## config.mk

```make
export PLATFORM = sky130hd
export DESIGN_NAME = fmul_issue_ctrl_flat
export DESIGN_NICKNAME = d
export VERILOG_FILES = /design/src/rtl/fmul_pkg.sv /design/src/rtl/fmul_issue_ctrl_if.sv /design/src/rtl/fmul_op_fifo.sv /design/src/rtl/fmul_issue_ctrl.sv /design/src/flat_wrapper.sv
export SDC_FILE = /design/constraint.sdc
export NUM_CORES = 1
export LEC_CHECK = 0
export CELL_PAD_IN_SITES_DETAIL_PLACEMENT = 1
export CELL_PAD_IN_SITES_GLOBAL_PLACEMENT = 1
export CORE_ASPECT_RATIO = 1.75
export CORE_UTILIZATION = 50
export CTS_BUF_LIST = sky130_fd_sc_hd__clkbuf_8
export CTS_CLUSTER_DIAMETER = 100
export DETAILED_ROUTE_END_ITERATION = 16
export PLACE_DENSITY = 0.95
export SYNTH_ARGS = -nofsm -noshare
export SYNTH_HDL_FRONTEND = slang
export SYNTH_SLANG_ARGS = --single-unit
```

## constraint.sdc

```tcl
create_clock -name clk -period 8.25 [get_ports clk]
set_input_delay 1.2375 -clock clk [delete_from_list [all_inputs] [get_ports clk]]
set_output_delay 1.2375 -clock clk [all_outputs]
set_load 0.01 [all_outputs]
```

## src/rtl/fmul_pkg.sv

```systemverilog
// Shared types and constants for the FMUL32 operand issue path.
package fmul_pkg;

    typedef logic [1:0] opc_t;
    typedef logic [1:0] rmode_t;

    localparam logic [31:0] FP32_QNAN = 32'h7FC0_0000;

    typedef enum logic [1:0] {
        IDLE,
        WAIT,
        RESP
    } issue_state_t;

    typedef struct packed {
        logic [31:0] op1;
        logic [31:0] op2;
        opc_t        opc;
        rmode_t      rmode;
    } req_t;

    function automatic logic [7:0] sat_inc8(input logic [7:0] v);
        return (v == 8'hFF) ? v : v + 8'd1;
    endfunction

endpackage

```

## src/rtl/fmul_issue_ctrl_if.sv

```systemverilog
// Request, FMUL32 and response signals of the issue controller, with both-side views.
interface fmul_issue_ctrl_if;
    import fmul_pkg::*;

    logic        in_valid;
    logic        in_ready;
    logic [31:0] in_op1;
    logic [31:0] in_op2;
    opc_t        in_opc;
    rmode_t      in_rmode;

    logic [31:0] fm_op1;
    logic [31:0] fm_op2;
    opc_t        fm_opc;
    rmode_t      fm_rmode;
    logic [31:0] fm_result;
    logic        fm_val;

    logic        out_valid;
    logic        out_ready;
    logic [31:0] out_result;
    opc_t        out_opc;
    logic        out_err;
    logic [7:0]  err_cnt;

    // Controller side.
    modport slave (
        input  in_valid, in_op1, in_op2, in_opc, in_rmode,
        input  fm_result, fm_val,
        input  out_ready,
        output in_ready,
        output fm_op1, fm_op2, fm_opc, fm_rmode,
        output out_valid, out_result, out_opc, out_err, err_cnt
    );

    // Requester / FMUL32 / consumer side.
    modport master (
        output in_valid, in_op1, in_op2, in_opc, in_rmode,
        output fm_result, fm_val,
        output out_ready,
        input  in_ready,
        input  fm_op1, fm_op2, fm_opc, fm_rmode,
        input  out_valid, out_result, out_opc, out_err, err_cnt
    );

endinterface

```

## src/rtl/fmul_op_fifo.sv

```systemverilog
// Synchronous operand FIFO of req_t entries; no bypass, push refused while full.
module fmul_op_fifo
    import fmul_pkg::*;
#(
    parameter int unsigned DEPTH = 4
) (
    input  logic                     clk_i,
    input  logic                     rst_i,
    input  logic                     push_i,
    input  req_t                     data_i,
    input  logic                     pop_i,
    output req_t                     data_o,
    output logic                     full_o,
    output logic                     empty_o,
    output logic [$clog2(DEPTH):0]   count_o
);

    localparam int unsigned AW = $clog2(DEPTH);
    localparam int unsigned CW = AW + 1;

    req_t            mem_q [DEPTH];
    logic [AW-1:0]   wr_ptr_q, wr_ptr_d;
    logic [AW-1:0]   rd_ptr_q, rd_ptr_d;
    logic [CW-1:0]   count_q, count_d;
    logic            push, pop;

    assign full_o  = (count_q == CW'(DEPTH));
    assign empty_o = (count_q == '0);
    assign count_o = count_q;
    assign data_o  = mem_q[rd_ptr_q];

    // Full is judged on the registered count, so a same-cycle pop never frees a slot.
    assign push = push_i && !full_o;
    assign pop  = pop_i && !empty_o;

    always_comb begin
        wr_ptr_d = wr_ptr_q;
        rd_ptr_d = rd_ptr_q;
        count_d  = count_q;
        if (push) begin
            wr_ptr_d = wr_ptr_q + AW'(1);
        end
        if (pop) begin
            rd_ptr_d = rd_ptr_q + AW'(1);
        end
        unique case ({push, pop})
            2'b10:   count_d = count_q + CW'(1);
            2'b01:   count_d = count_q - CW'(1);
            default: count_d = count_q;
        endcase
    end

    always_ff @(posedge clk_i) begin
        if (rst_i) begin
            wr_ptr_q <= '0;
            rd_ptr_q <= '0;
            count_q  <= '0;
        end else begin
            wr_ptr_q <= wr_ptr_d;
            rd_ptr_q <= rd_ptr_d;
            count_q  <= count_d;
        end
    end

    always_ff @(posedge clk_i) begin
        if (push) begin
            mem_q[wr_ptr_q] <= data_i;
        end
    end

endmodule

```

## src/rtl/fmul_issue_ctrl.sv

```systemverilog
// Buffers operand pairs and issues them one at a time to FMUL32, returning each result
// (or a qNaN timeout abort) in request order on the response stream.
module fmul_issue_ctrl
    import fmul_pkg::*;
#(
    parameter int unsigned DEPTH   = 4,
    parameter int unsigned TIMEOUT = 16
) (
    input  logic             clk,
    input  logic             rst,
    fmul_issue_ctrl_if.slave bus_io
);

    localparam int unsigned CW = $clog2(DEPTH) + 1;
    localparam int unsigned TW = $clog2(TIMEOUT);
    localparam logic [TW-1:0] TIMER_LAST = TW'(TIMEOUT - 1);

    issue_state_t  state_q, state_d;
    logic [TW-1:0] timer_q, timer_d;
    req_t          fm_req_q, fm_req_d;
    logic          out_valid_q, out_valid_d;
    logic [31:0]   out_result_q, out_result_d;
    opc_t          out_opc_q, out_opc_d;
    logic          out_err_q, out_err_d;
    logic [7:0]    err_cnt_q, err_cnt_d;

    req_t          fifo_in;
    req_t          fifo_head;
    logic          fifo_push, fifo_pop;
    logic          fifo_full, fifo_empty;
    logic [CW-1:0] fifo_count;

    assign fifo_in = '{op1:   bus_io.in_op1,
                       op2:   bus_io.in_op2,
                       opc:   bus_io.in_opc,
                       rmode: bus_io.in_rmode};

    assign fifo_push       = bus_io.in_valid && !fifo_full;
    assign bus_io.in_ready = (fifo_count != CW'(DEPTH));

    fmul_op_fifo #(
        .DEPTH (DEPTH)
    ) u_fifo (
        .clk_i   (clk),
        .rst_i   (rst),
        .push_i  (fifo_push),
        .data_i  (fifo_in),
        .pop_i   (fifo_pop),
        .data_o  (fifo_head),
        .full_o  (fifo_full),
        .empty_o (fifo_empty),
        .count_o (fifo_count)
    );

    always_comb begin
        state_d      = state_q;
        timer_d      = timer_q;
        fm_req_d     = fm_req_q;
        out_valid_d  = out_valid_q;
        out_result_d = out_result_q;
        out_opc_d    = out_opc_q;
        out_err_d    = out_err_q;
        err_cnt_d    = err_cnt_q;
        fifo_pop     = 1'b0;

        unique case (state_q)
            IDLE: begin
                if (!fifo_empty) begin
                    fifo_pop = 1'b1;
                    fm_req_d = fifo_head;
                    timer_d  = '0;
                    state_d  = WAIT;
                end
            end
            WAIT: begin
                // fm_val in the first WAIT cycle may belong to the previous request.
                if (bus_io.fm_val && (timer_q != '0)) begin
                    out_result_d = bus_io.fm_result;
                    out_opc_d    = fm_req_q.opc;
                    out_err_d    = 1'b0;
                    out_valid_d  = 1'b1;
                    state_d      = RESP;
                end else if (timer_q == TIMER_LAST) begin
                    out_result_d = FP32_QNAN;
                    out_opc_d    = fm_req_q.opc;
                    out_err_d    = 1'b1;
                    out_valid_d  = 1'b1;
                    err_cnt_d    = sat_inc8(err_cnt_q);
                    state_d      = RESP;
                end else begin
                    timer_d = timer_q + TW'(1);
                end
            end
            RESP: begin
                if (bus_io.out_ready) begin
                    out_valid_d = 1'b0;
                    state_d     = IDLE;
                end
            end
            default: state_d = IDLE;
        endcase
    end

    always_ff @(posedge clk) begin
        if (rst) begin
            state_q      <= IDLE;
            timer_q      <= '0;
            fm_req_q     <= '0;
            out_valid_q  <= 1'b0;
            out_result_q <= '0;
            out_opc_q    <= '0;
            out_err_q    <= 1'b0;
            err_cnt_q    <= '0;
        end else begin
            state_q      <= state_d;
            timer_q      <= timer_d;
            fm_req_q     <= fm_req_d;
            out_valid_q  <= out_valid_d;
            out_result_q <= out_result_d;
            out_opc_q    <= out_opc_d;
            out_err_q    <= out_err_d;
            err_cnt_q    <= err_cnt_d;
        end
    end

    assign bus_io.fm_op1     = fm_req_q.op1;
    assign bus_io.fm_op2     = fm_req_q.op2;
    assign bus_io.fm_opc     = fm_req_q.opc;
    assign bus_io.fm_rmode   = fm_req_q.rmode;
    assign bus_io.out_valid  = out_valid_q;
    assign bus_io.out_result = out_result_q;
    assign bus_io.out_opc    = out_opc_q;
    assign bus_io.out_err    = out_err_q;
    assign bus_io.err_cnt    = err_cnt_q;

endmodule

```

## src/flat_wrapper.sv

```systemverilog
// flat-port wrapper written by rule: the top's interface ports become plain ports
module fmul_issue_ctrl_flat import fmul_pkg::*;
#(
    parameter int unsigned DEPTH   = 4,
    parameter int unsigned TIMEOUT = 16
)
  (clk, rst, bus_io_in_valid, bus_io_in_op1, bus_io_in_op2, bus_io_in_opc, bus_io_in_rmode, bus_io_fm_result, bus_io_fm_val, bus_io_out_ready, bus_io_in_ready, bus_io_fm_op1, bus_io_fm_op2, bus_io_fm_opc, bus_io_fm_rmode, bus_io_out_valid, bus_io_out_result, bus_io_out_opc, bus_io_out_err, bus_io_err_cnt);
  fmul_issue_ctrl_if bus_io_i ();
  input  logic clk;
  input  logic rst;
  input wire logic [$bits(bus_io_i.in_valid)-1:0] bus_io_in_valid;
  input wire logic [$bits(bus_io_i.in_op1)-1:0] bus_io_in_op1;
  input wire logic [$bits(bus_io_i.in_op2)-1:0] bus_io_in_op2;
  input wire logic [$bits(bus_io_i.in_opc)-1:0] bus_io_in_opc;
  input wire logic [$bits(bus_io_i.in_rmode)-1:0] bus_io_in_rmode;
  input wire logic [$bits(bus_io_i.fm_result)-1:0] bus_io_fm_result;
  input wire logic [$bits(bus_io_i.fm_val)-1:0] bus_io_fm_val;
  input wire logic [$bits(bus_io_i.out_ready)-1:0] bus_io_out_ready;
  output wire logic [$bits(bus_io_i.in_ready)-1:0] bus_io_in_ready;
  output wire logic [$bits(bus_io_i.fm_op1)-1:0] bus_io_fm_op1;
  output wire logic [$bits(bus_io_i.fm_op2)-1:0] bus_io_fm_op2;
  output wire logic [$bits(bus_io_i.fm_opc)-1:0] bus_io_fm_opc;
  output wire logic [$bits(bus_io_i.fm_rmode)-1:0] bus_io_fm_rmode;
  output wire logic [$bits(bus_io_i.out_valid)-1:0] bus_io_out_valid;
  output wire logic [$bits(bus_io_i.out_result)-1:0] bus_io_out_result;
  output wire logic [$bits(bus_io_i.out_opc)-1:0] bus_io_out_opc;
  output wire logic [$bits(bus_io_i.out_err)-1:0] bus_io_out_err;
  output wire logic [$bits(bus_io_i.err_cnt)-1:0] bus_io_err_cnt;
  assign bus_io_i.in_valid = bus_io_in_valid;
  assign bus_io_i.in_op1 = bus_io_in_op1;
  assign bus_io_i.in_op2 = bus_io_in_op2;
  assign bus_io_i.in_opc = bus_io_in_opc;
  assign bus_io_i.in_rmode = bus_io_in_rmode;
  assign bus_io_i.fm_result = bus_io_fm_result;
  assign bus_io_i.fm_val = bus_io_fm_val;
  assign bus_io_i.out_ready = bus_io_out_ready;
  assign bus_io_in_ready = bus_io_i.in_ready;
  assign bus_io_fm_op1 = bus_io_i.fm_op1;
  assign bus_io_fm_op2 = bus_io_i.fm_op2;
  assign bus_io_fm_opc = bus_io_i.fm_opc;
  assign bus_io_fm_rmode = bus_io_i.fm_rmode;
  assign bus_io_out_valid = bus_io_i.out_valid;
  assign bus_io_out_result = bus_io_i.out_result;
  assign bus_io_out_opc = bus_io_i.out_opc;
  assign bus_io_out_err = bus_io_i.out_err;
  assign bus_io_err_cnt = bus_io_i.err_cnt;
  fmul_issue_ctrl #(.DEPTH(DEPTH), .TIMEOUT(TIMEOUT)) u_core (.clk(clk), .rst(rst), .bus_io(bus_io_i));
endmodule
```

## After elaboration in Yosys (flattened, before gate mapping)

Memory sizes are Yosys's and may differ from the RTL's. A register that Yosys moved wholly into a read port is not among the register bits.
Cells that the tools add are included.
W data, S select, Z words.

- $add $sub $neg: 6
- Eq/ne operators: 13
- Muxes and demuxes: 23
- Bitwise operators: 3
- Reductions and logical operators: 19

Operators with widths:

| kind | count |
|---|---|
| $mux W32 | 2 |
| $mux W2 | 6 |
| $mux W4 | 3 |
| $add A8 B1 Y8 const B | 1 |
| $eq A8 B8 Y1 const B | 1 |
| $mux W1 | 8 |
| $ne A2 B2 Y1 const B | 4 |
| $pmux W4 S2 | 1 |
| $reduce_and A4 Y1 | 2 |
| $reduce_bool A2 Y1 | 4 |
| $pmux W2 S3 | 1 |
| $pmux W3 S2 | 1 |
| $reduce_and A3 Y1 | 2 |
| $add A2 B1 Y2 const B | 2 |
| $add A4 B1 Y4 const B | 1 |
| $eq A2 B1 Y1 const B | 2 |
| $eq A2 B2 Y1 const B | 2 |
| $eq A4 B4 Y1 const B | 1 |
| $logic_and A1 B1 Y1 | 4 |
| $reduce_and A2 Y1 | 2 |
| $reduce_bool A4 Y1 | 1 |
| $add A3 B1 Y3 const B | 1 |
| $eq A3 B3 Y1 const B | 1 |
| $logic_not A3 Y1 | 1 |
| other kinds (7) | 10 |

- Bits in registers: 57
- Memory bits (writable): 272
- Input port bits: 105
- Output and inout bits: 113
- Logic and storage cells: 75
- Memories: 1

Memory list:

| memory | words | width | rd ports | clocked after Yosys merged registers in | wr ports | RTL line | text |
|---|---|---|---|---|---|---|---|
| u_core.u_fifo.mem_q | 4 | 68 | 1 | 1 | 1 | fmul_op_fifo.sv:21 | `req_t mem_q [DEPTH];` |

## Logic depth before layout (Yosys ltp)

Gate-level depths: netlist (run 1).

- Depth after elaboration: 6
- Mapped depth: 11
- Mapped depth without buffers: 10

## Hierarchy

A second synthesis (run 1) with hierarchy kept.

- Cell total of the unflattened synthesis: 922
- Area total of the unflattened synthesis: 14,580.2 sq um

By module, submodules not included:

| module | instances | cells an instance | area each (sq um) | seq. area each (sq um) |
|---|---|---|---|---|
| fmul_op_fifo | 1 | 410 | 10,306.1 | 8,348.0 |
| fmul_issue_ctrl | 1 | 512 | 4,274.1 | 2,362.3 |

## Worst setup path before layout (run 1)

No wires, ideal clock.

- Path type: input-to-reg
- Start point: input port bus_io_in_valid
- End point: memory u_core.u_fifo.mem_q[1][0] (netlist name), enable pin
- Library setup time: 434 ps
- Arrival: 2,882 ps
- Required time: 7,816 ps
- Slack: 4,934 ps
- Stages on the path: 1
- Path buffers: 0
- Path through: and3_1

- Word-level cells in the longest chain between the ends: 4

Ends and longest elaborated chain:

| element | RTL line | text |
|---|---|---|
| start: declaration | flat_wrapper.sv:11 | `input wire logic [$bits(bus_io_i.in_valid)-1:0] bus_io_in_valid;` |
| $logic_and A1 B1 Y1 | fmul_issue_ctrl.sv:38 | `assign fifo_push = bus_io.in_valid && !fifo_full;` |
| $logic_and A1 B1 Y1 | fmul_op_fifo.sv:33 | `assign push = push_i && !full_o;` |
| $mux W1 | fmul_op_fifo.sv:66 | `if (push) begin` |
| $mux W1 (not written as such) | fmul_op_fifo.sv:67 | `mem_q[wr_ptr_q] <= data_i;` |
| end: declaration | fmul_op_fifo.sv:21 |  |

No other way between the ends.

## Worst setup path after layout (run 1)

- Start point: register u_core.u_fifo.count_q[2], in the netlist u_core.u_fifo.count_o[2]
- End point: output port bus_io_in_ready

- Word-level cells in the longest chain between the ends: 1

Ends and longest elaborated chain:

| element | RTL line | text |
|---|---|---|
| start: declaration | fmul_op_fifo.sv:24 | `logic [CW-1:0] count_q, count_d;` |
| start signal: assignment | fmul_op_fifo.sv:61 | `count_q <= count_d;` |
| $ne A3 B3 Y1 | fmul_issue_ctrl.sv:39 | `assign bus_io.in_ready = (fifo_count != CW'(DEPTH));` |
| end: declaration | flat_wrapper.sv:19 | `output wire logic [$bits(bus_io_i.in_ready)-1:0] bus_io_in_ready;` |

No other way between the ends.

==> results of run 1 <==
synth_stat cells, types with 4 or more instances:
library cell,n
sky130_fd_sc_hd__ha_1,12
sky130_fd_sc_hd__inv_1,14
sky130_fd_sc_hd__or4_1,4
sky130_fd_sc_hd__nor2_1,54
sky130_fd_sc_hd__nand2_1,150
sky130_fd_sc_hd__buf_1,5
sky130_fd_sc_hd__o21ai_0,5
sky130_fd_sc_hd__mux2i_1,25
sky130_fd_sc_hd__buf_2,15
sky130_fd_sc_hd__mux4_2,68
sky130_fd_sc_hd__and3_1,6
sky130_fd_sc_hd__dfxtp_1,125
sky130_fd_sc_hd__a211oi_1,10
sky130_fd_sc_hd__nand2b_1,6
sky130_fd_sc_hd__nand3_1,5
sky130_fd_sc_hd__and2_1,24
sky130_fd_sc_hd__edfxtp_1,272
sky130_fd_sc_hd__clkbuf_1,33
sky130_fd_sc_hd__a21oi_1,80
sky130_fd_sc_hd__xnor2_1,4
sky130_fd_sc_hd__o31ai_1,4
power by group:
group,internal [uW],leakage [uW],total [uW],switching [uW]
sequential,2490,0.00351,2700,212
combinational,694,0.00215,1520,824
clock,951,0.000706,1690,744
total,4130,0.00637,5910,1780
layout make-up:
type                    count  area share (%)
inverters                  15           0.303
flip-flops and latches    397            57.4
clock buffers              69            5.10
multi-input cells         495            21.0
repair buffers            222            11.9
well taps                 382            2.57
clock inverters            36            1.73
diodes                      5          0.0672
registers in the layout (all words and copies together) (netlist names):
name                      count
u_core.bus_io.err_cnt         8
u_core.bus_io.fm_op1         32
u_core.bus_io.fm_op2         32
u_core.bus_io.fm_opc          2
u_core.bus_io.fm_rmode        2
u_core.bus_io.out_err         1
u_core.bus_io.out_opc         2
u_core.bus_io.out_result     32
u_core.bus_io.out_valid       1
u_core.state_q                2
u_core.timer_q                4
u_core.u_fifo.count_o         3
u_core.u_fifo.mem_q         272
u_core.u_fifo.rd_ptr_q        2
u_core.u_fifo.wr_ptr_q        2
kinds of logic (layout without fill, tap and decap cells):
| logic type | count (synthesis) | count (layout) | synth area share (%) |
|---|---|---|---|
| other | 0 | 5 | 0 |
| XOR/XNOR | 7 | 7 | 0.413 |
| AO/OA/AOI/OAI | 113 | 113 | 4.38 |
| AND/OR/NAND/NOR | 269 | 269 | 8.17 |
| multiplexers | 93 | 93 | 12.0 |
| flip-flops | 397 | 397 | 71.9 |
| adder cells (fa/ha/maj) | 13 | 13 | 1.15 |
| buffers and inverters | 70 | 342 | 1.95 |
final timing paths:
path                                                   from                           to  slack (ns)
worst max-delay path               u_core.u_fifo.count_o[2]              bus_io_in_ready        4.90
worst min-delay path            u_core.bus_io.out_result[6]  u_core.bus_io.out_result[6]        0.45
worst max register to register            u_core.state_q[1]     u_core.u_fifo.count_o[2]        5.49
worst min register to register  u_core.bus_io.out_result[6]  u_core.bus_io.out_result[6]        0.45
placed cells by master, fill, tap and decap left out, types with 3 or more instances in the layout:
cell type,instances
sky130_fd_sc_hd__xor2_1,3
sky130_fd_sc_hd__inv_6,3
sky130_fd_sc_hd__ha_1,12
sky130_fd_sc_hd__and2_1,24
sky130_fd_sc_hd__clkinv_2,12
sky130_fd_sc_hd__dfxtp_1,123
sky130_fd_sc_hd__xnor2_1,4
sky130_fd_sc_hd__nand2_1,150
sky130_fd_sc_hd__clkinv_1,4
sky130_fd_sc_hd__a211oi_1,10
sky130_fd_sc_hd__nor2_1,54
sky130_fd_sc_hd__a31oi_1,3
sky130_fd_sc_hd__o31ai_1,4
sky130_fd_sc_hd__and3_4,4
sky130_fd_sc_hd__clkbuf_8,69
sky130_fd_sc_hd__edfxtp_1,272
sky130_fd_sc_hd__a21oi_1,80
sky130_fd_sc_hd__bufinv_16,6
sky130_fd_sc_hd__diode_2,5
sky130_fd_sc_hd__buf_4,6
sky130_fd_sc_hd__clkdlybuf4s50_1,216
sky130_fd_sc_hd__inv_1,25
sky130_fd_sc_hd__or4_1,4
sky130_fd_sc_hd__mux2i_1,25
sky130_fd_sc_hd__nand2b_1,6
sky130_fd_sc_hd__o21ai_0,5
sky130_fd_sc_hd__nand3_1,5
sky130_fd_sc_hd__mux4_2,68
worst max-delay path, delay by kind of cell, from the launching register on:
| kind | cells | cell delay, ns |
|---|---|---|
| and+or+nand+nor | 1 | 0.49 |
| buffers and inverters | 1 | 0.56 |
| DFF | 1 | 0.44 |
routing by layer:
layer | routed length [microns] | track usage, % | share of wire (%)
met1 | 12700 | 25.6 | 36
met2 | 19800 | 45.4 | 55
met3 | 1820 | 3.75 | 5.1
met4 | 1450 | 12.8 | 4.1
met5 | 0 | 0 | 0
through the flow:
| stage | setup WS, ns | std cells |
|---|---|---|
| after floorplan | 4.93 | 962 |
| after global placement | 4.94 | 1511 |
| after detailed placement | 4.80 | 1511 |
| after CTS | 4.85 | 1616 |
| after global routing | 4.86 | 1621 |
| final | 4.90 | 1621 |
==> results.md, run 1 <==
Run status:
- The run finished with clean final reports.

Placed design:
- The count of buffers from port buffering is 217.
- The post-DP HPWL is 22300 microns.
- At the end of routability-driven placement, the weighted congestion stood at 0.747.
- After detailed placement, the total cell area comes to 0.0173 sq mm.

Die:
- The height of the die is 230 microns.
- The count of boundary I/O pins is 218.
- Once the floorplan was initialized, standard cells occupied 50.7% of the core.
- The placement row count is 83.
- The die is 132 microns wide.
- The floorplan step defined a core boundary enclosing 0.0293 sq mm.
- The area of the die is 0.0304 sq mm.

Yosys:
- The area share of the leading cell type in the synthesized netlist is 55.1%.
- In the synthesized netlist, the number of instances is 962.
- The number of different library cells used by synthesis comes to 52.
- Dividing the synthesized area by the synthesized cell count gives 15.4 sq um.
- Yosys mapped a number of flops with a built-in enable equal to 272.
- The number of nets in the synthesized netlist is 1080.
- The library cell occupying the most area in the post-synthesis netlist is sky130_fd_sc_hd__edfxtp_1.
- Synthesis inferred 397 register bits.
- The fraction of registers with async set/reset is 0%.
- Yosys attributes the largest share of cell area to sky130_fd_sc_hd__edfxtp_1, sky130_fd_sc_hd__dfxtp_1, sky130_fd_sc_hd__mux4_2.
- The number of warning messages in the yosys log is 0.
- For this run, the leading register cell type out of synthesis is sky130_fd_sc_hd__edfxtp_1.
- Sequential cells were found to cover 71.9% of the synthesized design area.
- Summing every instance area after synthesis gives 0.0148 sq mm.

Clocking:
- The clock-pin transition on the worst setup and hold timing paths is 0.07 ns.
- The clock root buffer is sky130_fd_sc_hd__clkbuf_8.
- The clock latency of the later-clocked register in the worst-skew pair is 0.62 ns.
- Counting the buffers created by CTS gives 56.
- Buffers added to address setup during post-CTS repair amount to 0.
- In this run, post-CTS repair resized a total of 0 instances.
- The buffer depth of the longest clock path is 3.
- TritonCTS built the clock tree.
- The post-cts hold buffer count is 0.
- The sink count of the clock tree is 397.
- The clock tree synthesis step divided the H-tree into 2 levels.

Setup path:
- At the worst endpoint, the arrival time is 2.11 ns.
- Traced cell by cell, the critical path runs through or3b_1 -> clkdlybuf4s50_1.
- The setup path with the least slack is of type reg2out.
- Of all nets on the critical path, the largest fanout is 6.
- The largest stage delay on the critical path is 0.56 ns.
- The startpoint class of the critical path is a register.
- The worst setup path is captured at an output port.
- The slowest library cell on the worst path is sky130_fd_sc_hd__clkdlybuf4s50_1.
- For the worst flop-to-flop path, the logic depth is 11.
- Data on the critical path is required at its endpoint by 7.01 ns.

Final layout:
- Across the whole layout, storage elements account for 0.0107 sq mm.
- Cells fill 63.5% of the core in the end.
- The footprint of the multi-input gates is 0.00390 sq mm.
- The post-route netlist has 14.6% of its cells at a drive strength greater than 1.
- The finished cells cover 0.0186 sq mm.
- The area growth from synthesis to layout is 25.4%.
- The number of fillers in the final layout is 2734.
- The final-stage net count is 1305.

Global routing:
- Global routing consumed, over all layers together, 24.1% of the routing resources.
- The number of global-route vias before repair came to 9911.
- The number of antenna violations at the first check in global routing is 5.
- The maximum number of pins on one net before global-route repair is 71.
- The first-pass GRT wire length is 55000 microns.
- The sum of overflow across all layers after global routing is 0.

Detailed routing:
- The first detailed-routing pass ran for 5 iterations.
- The number of DRC markers in iteration 0 is 442.
- The total number of vias is 8982.
- Wires add up to 35800 microns.
- The count of nets left with antenna violations once routing finished came out at 0.
- The routed wirelength normalized by instance count is 22.1 microns.
- The number of remaining DRC errors is 0.
- The mean number of vias per cell is 5.54.

Pwr:
- In this run the power density over the cells is 318 mW/mm^2.
- For this design the static power due to leakage is 0.00637 uW.
- The total chip power is 5910 uW.
- The worst-case IR drop observed on VDD is 209 uV.

Worst hold path:
- The number of instances on the worst hold path is 2.
- The tightest min-delay check is of the reg2reg type.

Timing:
- Setup repair after global routing left no endpoint under its margin.
- The final cycle utilization of the critical path is 40.6%.
- Setup violations remaining at the end of the flow were counted as 0.
- The tightest slew margin relative to the limit is 26.3%.
- Final hold analysis gives a worst-case slack of 0.453 ns.
- The number of hold violations in the final report was 0.
- The slew of the pin with the lowest slew margin is 1.11 ns.
- The number of pins with negative max-slew slack in the final report was 0.
- The minimum clock period after layout is 3.35 ns.
- The maximum operating frequency is 0.299 GHz.
- For the final database, setup skew stands at 0.0300 ns.
- Summed over all failing endpoints, the final setup total negative slack is 0 ns.

Job:
- The max-cap violation count is 0.
No activity file was read; power rests on OpenSTA's default activity.
==> run 2: changes to the inputs <==
--- a/config.mk
+++ b/config.mk
@@ -8,11 +8,11 @@
 export CELL_PAD_IN_SITES_DETAIL_PLACEMENT = 1
 export CELL_PAD_IN_SITES_GLOBAL_PLACEMENT = 1
 export CORE_ASPECT_RATIO = 1.75
-export CORE_UTILIZATION = 50
+export CORE_UTILIZATION = 47
 export CTS_BUF_LIST = sky130_fd_sc_hd__clkbuf_8
 export CTS_CLUSTER_DIAMETER = 100
 export DETAILED_ROUTE_END_ITERATION = 16
-export PLACE_DENSITY = 0.95
+export PLACE_DENSITY = 0.9
 export SYNTH_ARGS = -nofsm -noshare
 export SYNTH_HDL_FRONTEND = slang
 export SYNTH_SLANG_ARGS = --single-unit
==> constraint.sdc (replaced) <==
create_clock -name clk -period 3.15 [get_ports clk]
set_input_delay 0.4725 -clock clk [delete_from_list [all_inputs] [get_ports clk]]
set_output_delay 0.4725 -clock clk [all_outputs]
set_load 0.01 [all_outputs]
==> run 2 against run 1 <==
Effect of this change: design area increased by 0.19%; critical path depth increased by 7; worst setup slack got worse by 4.3 ns; worst hold slack got worse by 0.14 ns; clock-buffer cell count decreased by 4; core utilization decreased by 3.3 points; combinational power increased to 2.7 times the previous value.
==> results.md, run 2 (synthesis results as in run 1) <==
Final layout:
- The register with the most flip-flops in the final layout is u_core.u_fifo.mem_q.
- The number of fillers in the final layout was 2899 (+6.0%).
- Compared with the post-synthesis result, the final layout area differs by 25.7%.
- The final-stage net count was 1315 (+0.77%).
- The most frequent standard cell in the layout excluding fill and tap cells is sky130_fd_sc_hd__edfxtp_1.
- The flip-flop count of the largest register after layout was 272 (unchanged).
- The library cells used most frequently in the layout, excluding fill and tap cells, are sky130_fd_sc_hd__edfxtp_1, sky130_fd_sc_hd__clkdlybuf4s50_1, sky130_fd_sc_hd__nand2_1.
- The share of final-layout standard cells stronger than drive strength 1 is 14.6% (-0.025 points).
- The footprint of the multi-input gates is 0.00390 sq mm (unchanged).
- The sequential cell area in the final layout is 0.0107 sq mm (unchanged).

Clocking:
- The buffer depth of the longest clock path is 3 (unchanged).
- The clock latency of the later-clocked register in the worst-skew pair came to 0.60 ns (-0.02 ns).
- The number of clock buffers inserted by TritonCTS is 54 (-3.6%).
- TritonCTS built the clock tree.
- The cell sitting at the root of the clock tree is a sky130_fd_sc_hd__clkbuf_8.
- The clock-pin transition on the worst setup and hold timing paths is 0.07 ns (about the same).
- The sink count of the clock tree came to 397 (unchanged).
- The post-cts hold buffer count was 0 (unchanged).
- The post-CTS setup-driven buffer insertion count was 0 (unchanged).
- The number of H-tree branching levels is 2 (unchanged).
- The post-cts sizing count came to 0 (unchanged).

Setup path:
- The kind of critical path is reg2reg.
- The signal on the critical path passes through or3b_1 -> and2_1 -> inv_1 -> ha_1 -> inv_1 -> fa_1 -> xor2_1 -> or3_1 -> a21oi_1.
- The largest stage delay on the critical path came to 0.48 ns (-0.08 ns).
- The slowest library cell on the worst path is sky130_fd_sc_hd__or3b_1.
- The worst-path maximum fanout came to 6 (unchanged).
- The worst setup path is launched from a register.
- STA classifies the critical path endpoint as a register.
- The cell that appears most often on the critical path is sky130_fd_sc_hd__inv_1.
- The required time at the worst-slack endpoint is 3.68 ns (-3.33 ns).
- The worst path arrival time is 3.12 ns (+1.01 ns).

Timing:
- The maximum operating frequency is 0.386 GHz.
- Setup repair after global routing left no endpoint under its margin.
- The slew of the pin with the lowest slew margin was 0.892 ns (-0.214 ns).
- The tightest slew margin relative to the limit is 40.5% (+14 points).
- The number of hold violations in the final report is 0 (unchanged).
- The count of final setup violators was 0 (unchanged).
- The final cycle utilization of the critical path is 82.3%.
- The final sum of negative setup slack is 0 ns (unchanged).
- The routed design could run at a clock period as short as 2.59 ns.
- The clock skew came to 0.0326 ns (+0.00258 ns).
- The number of pins with negative max-slew slack in the final report is 0 (unchanged).

Detailed routing:
- The number of search-and-repair iterations in the first detailed-routing pass is 5 (unchanged).
- The mean number of vias per cell came to 5.46 (-1.5%).
- The total wire length after detailed routing came to 36700 microns (+2.4%).
- The remaining number of nets flagged by the antenna check after routing is 0 (unchanged).
- The number of DRC markers in iteration 0 is 463 (+4.8%).
- The routed wirelength normalized by instance count is 22.4 microns (+1.1%).
- The number of remaining DRC errors is 0 (unchanged).
- The total number of vias was 8952 (-0.33%).

Die:
- The floorplan die width is 136 microns (+3.1%).
- The height of the die is 237 microns (+3.1%).
- The effective utilization at floorplan was 47.9% (-2.7 points).
- The area of the die is 0.0323 sq mm (+6.3%).
- The placement row count is 85 (+2.4%).
- The count of boundary I/O pins is 218 (unchanged).
- The placeable core region was 0.0309 sq mm (+5.7%).

Global routing:
- The first-pass GRT wire length is 55200 microns (+0.38%).
- The number of antenna violations at the first check in global routing is 8 (+3).
- The maximum number of pins on one net before global-route repair was 71 (unchanged).
- The total global-route track usage came to 22.9% (-1.1 points).
- The sum of overflow across all layers after global routing is 0 (unchanged).
- The number of global-route vias before repair came to 10100 (+1.5%).

Placed design:
- The last weighted congestion value of the routability-driven placer was 0.765 (+2.4%).
- The post-DP HPWL is 23400 microns (+5.0%).
- The count of buffers from port buffering is 217 (unchanged).

Pwr:
- The power density normalized to cell area is 814 mW/mm^2 (+160%).
- The worst-case vdd ir drop is 533 uV (+160%).
- The total chip power was 15200 uW (+160%).
- The leakage power was 0.00638 uW (+0.24%).

Worst hold path:
- The path class of the tightest hold or removal check is in2reg.

Run status:
- The flow ran to the end, and the final reports show no timing, DRC or antenna violations.

Job:
- The max-cap violation count is 0 (unchanged).
==> run 2: cell types whose count changed in the layout (fill, tap and decap cells not counted), sizes merged <==
cell,delta
buf,+12
clkinv,+5
clkbuf,-4
bufinv,-3
diode,+2
inv,-1
==> run 2: report_power, final <==
group / leakage, uW / internal (uW) / switching, uW
logic: 0.00223 / 1880 / 2230
registers: 0.00351 / 6500 / 537
clock network: 0.000638 / 2120 / 1910
==> run 2: worst paths after layout <==
path	start	end	slack [ns]	cells after the start
max	u_core.u_fifo.count_o[2]	u_core.u_fifo.count_o[2]	0.56	9
min	rst	u_core.timer_q[2]	0.31	2
max reg2reg	u_core.u_fifo.count_o[2]	u_core.u_fifo.count_o[2]	0.56	9
min reg2reg	u_core.bus_io.out_opc[0]	u_core.bus_io.out_opc[0]	0.46	2
==> run 2: per-stage QoR <==
| step | area, sq um | utilization (%) | setup slack (ns) | cells | hold slack [ns] |
|---|---|---|---|---|---|
| floorplan | 14800 | - | 0.433 | 962 | 0.466 |
| global placement | 17500 | 56.5 | 0.592 | 1532 | 0.444 |
| CTS | 18600 | 60.2 | 0.535 | 1634 | 0.276 |
| global route | 18600 | 60.2 | 0.431 | 1641 | 0.325 |
| detailed placement | 17500 | 56.5 | 0.502 | 1532 | 0.454 |
| finish | 18600 | 60.2 | 0.557 | 1641 | 0.313 |
==> run 2: final cells by class <==
class / instances / area share (%)
flip-flops and latches: 397 / 57.3
inverters: 15 / 0.302
repair buffers: 234 / 12.7
diodes: 7 / 0.0940
well taps: 391 / 2.62
multi-input cells: 495 / 20.9
clock inverters: 37 / 1.24
clock buffers: 65 / 4.80
==> run 2: metal layers <==
metal  vias to the layer above  GRT usage (%)  part of all wire [%]
met5                         -              0                 0.060
met4                         4           11.2                   3.8
met2                       293           42.4                    54
met1                      4510           24.1                    36
li1                       4060              -                     -
met3                        85           4.69                   5.4
==> run 2: worst max-delay path, delay by kind of cell, from the launching register on <==
family	cells	cell delay, ns
simple gates	3	1.04
compound gates	1	0.13
flops	1	0.42
xor+xnor	1	0.16
buf+inv	2	0.16
fa+ha+maj	2	0.62
